**src/rtl/cv32e40p_fpu_lat_pipe.sv**
```systemverilog
// FPU result-latency pipeline: per-class delay lines merged onto one writeback port.
// Optional collision-stall counter enabled by CV32E40P_FPU_LAT_STALLCNT_EN.
module cv32e40p_fpu_lat_pipe #(
  parameter int unsigned ADDMUL_LAT = 0,
  parameter int unsigned OTHERS_LAT = 0,
  parameter int unsigned DATA_W     = 32,
  parameter int unsigned TAG_W      = 6,
  parameter int unsigned FLAGS_W    = 5
) (
  input  logic               clk,
  input  logic               rst,
  input  logic               flush_i,
  input  logic               in_valid_i,
  output logic               in_ready_o,
  input  logic               in_class_i,
  input  logic [TAG_W-1:0]   in_tag_i,
  input  logic [DATA_W-1:0]  in_data_i,
  input  logic [FLAGS_W-1:0] in_flags_i,
  output logic               out_valid_o,
  input  logic               out_ready_i,
  output logic [TAG_W-1:0]   out_tag_o,
  output logic [DATA_W-1:0]  out_data_o,
  output logic [FLAGS_W-1:0] out_flags_o,
  input  logic [TAG_W-1:0]   hazard_tag_i,
  output logic               hazard_o,
  output logic               busy_o,
  output logic [31:0]        stall_cnt_o
);

  // The longer pipeline always holds the older op, so it wins a collision.
  localparam bit OTH_WINS = OTHERS_LAT > ADDMUL_LAT;

  logic [1:0]         head_v;
  logic [1:0]         grant;
  logic [1:0]         rdy;
  logic [1:0]         hit;
  logic [1:0]         live;
  logic               collide;
  logic [TAG_W-1:0]   head_tag   [2];
  logic [DATA_W-1:0]  head_data  [2];
  logic [FLAGS_W-1:0] head_flags [2];

  for (genvar c = 0; c < 2; c++) begin : g_cls
    localparam int unsigned LAT = (c == 0) ? ADDMUL_LAT : OTHERS_LAT;
    logic sel;
    assign sel = in_valid_i && (in_class_i == 1'(c));

    if (LAT == 0) begin : g_comb
      assign head_v[c]     = sel;
      assign head_tag[c]   = in_tag_i;
      assign head_data[c]  = in_data_i;
      assign head_flags[c] = in_flags_i;
      assign hit[c]        = sel && (in_tag_i == hazard_tag_i);
      assign live[c]       = sel;
      assign rdy[c]        = grant[c] && out_ready_i;
    end else begin : g_pipe
      logic [LAT-1:0]     v_q;
      logic [TAG_W-1:0]   tag_q   [LAT];
      logic [DATA_W-1:0]  data_q  [LAT];
      logic [FLAGS_W-1:0] flags_q [LAT];
      logic               adv;
      logic               hit_l;

      // A blocked pipeline freezes as a whole; bubbles are kept in place.
      assign adv = !head_v[c] || (grant[c] && out_ready_i);

      always_ff @(posedge clk) begin
        if (rst || flush_i) begin
          v_q <= '0;
        end else if (adv) begin
          v_q[0] <= sel;
          for (int i = 1; i < LAT; i++) v_q[i] <= v_q[i-1];
        end
      end

      always_ff @(posedge clk) begin
        if (adv) begin
          tag_q[0]   <= in_tag_i;
          data_q[0]  <= in_data_i;
          flags_q[0] <= in_flags_i;
          for (int i = 1; i < LAT; i++) begin
            tag_q[i]   <= tag_q[i-1];
            data_q[i]  <= data_q[i-1];
            flags_q[i] <= flags_q[i-1];
          end
        end
      end

      always_comb begin
        hit_l = 1'b0;
        for (int i = 0; i < LAT; i++) hit_l = hit_l | (v_q[i] && (tag_q[i] == hazard_tag_i));
      end

      assign head_v[c]     = v_q[LAT-1];
      assign head_tag[c]   = tag_q[LAT-1];
      assign head_data[c]  = data_q[LAT-1];
      assign head_flags[c] = flags_q[LAT-1];
      assign hit[c]        = hit_l;
      assign live[c]       = |v_q;
      assign rdy[c]        = adv;
    end
  end

  assign collide  = &head_v;
  assign grant[0] = head_v[0] && !(collide && OTH_WINS);
  assign grant[1] = head_v[1] && !(collide && !OTH_WINS);

  assign out_valid_o = (|head_v) && !flush_i;
  assign out_tag_o   = grant[1] ? head_tag[1]   : head_tag[0];
  assign out_data_o  = grant[1] ? head_data[1]  : head_data[0];
  assign out_flags_o = grant[1] ? head_flags[1] : head_flags[0];

  assign in_ready_o = flush_i || rdy[in_class_i];
  assign busy_o     = |live;
  assign hazard_o   = |hit;

`ifdef CV32E40P_FPU_LAT_STALLCNT_EN
  logic [31:0] stall_cnt_q;

  // The losing head of a collision counts, whether or not writeback is ready.
  always_ff @(posedge clk) begin
    if (rst) begin
      stall_cnt_q <= '0;
    end else if (collide && !flush_i && (stall_cnt_q != 32'hFFFF_FFFF)) begin
      stall_cnt_q <= stall_cnt_q + 32'd1;
    end
  end

  assign stall_cnt_o = stall_cnt_q;
`else
  assign stall_cnt_o = '0;
`endif

endmodule

```
**config.mk**
```make
export PLATFORM = sky130hd
export DESIGN_NAME = cv32e40p_fpu_lat_pipe
export DESIGN_NICKNAME = d
export VERILOG_FILES = /design/src/rtl/cv32e40p_fpu_lat_pipe.sv
export SDC_FILE = /design/constraint.sdc
export NUM_CORES = 1
export LEC_CHECK = 0
export CORE_AREA = 5 5 48 50
export DETAILED_ROUTE_END_ITERATION = 10
export DIE_AREA = 0 0 53 55
export DONT_BUFFER_PORTS = 1
export PLACE_DENSITY_LB_ADDON = 0.08
export SLEW_MARGIN = 20
export SYNTH_ARGS = -nofsm -noshare
export SYNTH_HDL_FRONTEND = slang
export SYNTH_SLANG_ARGS = --single-unit
```
**constraint.sdc**
```tcl
create_clock -name vclk -period 1.3
set_input_delay 0.26 -clock vclk [all_inputs]
set_output_delay 0.26 -clock vclk [all_outputs]
set_load 0.1 [all_outputs]
```
==> qor.yml <==
outcome: "finished clean"
cap_violations: 0
path_max_fanout: 1
die_area_um2: 2915
holdPathStages: 0
ioPinCount: 134
synth_top_area_share_pct: 85.88
ys_top_cells_by_count: "buf_4 (75), xnor2_1 (3), xor2_1 (3)"
antennaDiodeCount: 0
critPathLaunchType: "input pin"
finalPower_w: 0.0004884
ff_latch_area_um2: 0
required_ns: 1.04
ant_nets: 0
clkbuf_count: 0
post_dp_cell_area_um2: 315.3
start_util_pct: 35.22
grt_pass1_wl_um: 1007
dieWidth_um: 53
drt_pass1_iterations: 1
vias: 243
crit_type: "input pin to primary output"
layout-drive-gt1-share_pct: 17.78
wirelength_um: 972
drt_iter0_drc: 0
syn_area_um2: 655.6
wl_per_cell_um: 13.50
post-place-cells: 72
fill_cells: 208
crit_path_end_kind: "primary output"
row_count: 16
cp.arrival_ns: 1.00
cts_hold_buf: 0
track_usage_pct: 4.576
antenna_found_initial: 0
grt_start_max_net_pins: 5
hold_viol: 0
grt_pass1_vias: 198
finalCriticalPeriod_ns: 1.263
synth_cells: 87
core_area_um2: 1862
yosys_warnings: 0
synth_area_leader_cell: "buf_4"
timing.setup.tns_ns: 0
synth_most_common_cell: "buf_4"
period_share_pct: 97.17
syn_area_per_cell_um2: 7.536
maxSlewViolCount: 0
min_to: "out_data_o[30]"
area_delta_synth_final_pct: -46.76
setup_viol_count_final: 0
synth_area_leaders: "buf_4 (86%), xnor2_1 (4.0%), xor2_1 (4.0%)"
gp_congestion: 0.5174
grt.overflow.total: 0
p_leak_nw: 0.1841
io_buffers: 0
layout.nets: 102
drcViolationCount: 0
final_cells: 72
die_h_um: 55
min_from: "in_data_i[30]"
seq_cells: 0
peakVddDrop_v: 0.0003365
vias_per_cell: 3.375
fmax_mhz: 791.6
rsz0062_at_grt: "yes"
fin_area_um2: 349.1
yosysSeqAreaShare_pct: 0
min_path_type: "input pin to primary output"
synth_cell_type_count: 9
multi_input_area_um2: 255.2
power.density_nw_per_um2: 1399
routing by layer:
layer / wire [um] / GRT usage [%] / up-vias
met5: 0 / 0 / -
li1: - / - / 75
met3: 309 / 2.949 / 16
met4: 84 / 5.532 / 0
met2: 434 / 8.264 / 65
met1: 144 / 2.698 / 87
cells by family (layout without fill, tap and decap cells):
kind of cell              after synthesis  count (layout)  share of synthesized area [%]
AOI/OAI and AO/OA                       1               1                          1.145
xor gates and xnor gates                6               6                          8.017
buffers and inverters                  76               3                          86.45
other                                   1              32                         0.5720
and+or+nand+nor                         3               3                          3.818
metrics by stage:
stage | hold slack [ns] | setup slack [ns] | util [%]
finish | 0.5200 | 0.03674 | 18.75
global route | 0.5202 | -0.01576 | 18.75
global placement | 0.5207 | -0.02968 | 16.94
detailed placement | 0.5207 | -0.008746 | 16.94
CTS | 0.5207 | 0.002256 | 17.34
floorplan | 0.6207 | -0.4999 | -
power by group:
| part | switching, W | leakage [nW] | internal, W |
|---|---|---|---|
| sequential | 0 | 0 | 0 |
| combinational | 0.000448 | 0.184 | 0.0000403 |
| clock | 0 | 0 | 0 |
| total | 0.000448 | 0.184 | 0.0000403 |
worst max-delay path: stages:
cell	delay [ns]
xnor2_4	0.12
nand4_1	0.18
nor4_4	0.22
buf_12	0.21
what timing repair did:
item / CTS / global route
resized for setup: 1 / 3
setup buffers: 0 / 0
pin swaps: 1 / 0
cloned: 0 / 0
setup endpoints to repair: 1 / 1
layout make-up:
| type | instances | share of cell area (%) |
|---|---|---|
| timing repair buffer | 3 | 17.20 |
| multi-input combinational | 42 | 73.12 |
| tap | 27 | 9.677 |
worst max path at each step:
stage / start / endpoint / slack [ns] / cells after the start
detailed placement: hazard_tag_i[1] / hazard_o / -0.009 / 4
floorplan: hazard_tag_i[3] / hazard_o / -0.50 / 2
global route: hazard_tag_i[1] / hazard_o / -0.02 / 4
CTS: hazard_tag_i[2] / hazard_o / 0.002 / 4
global placement: hazard_tag_i[2] / hazard_o / -0.03 / 4
finish: hazard_tag_i[1] / hazard_o / 0.04 / 4
cell usage in the layout, fill, tap and decap left out, drive strengths merged:
cell and instances:
a21o 1, buf 3, conb 32, nand4 1, nor2b 1, nor4 1, xnor2 3, xor2 3
Note: power is estimated with default switching activity, not from simulation.
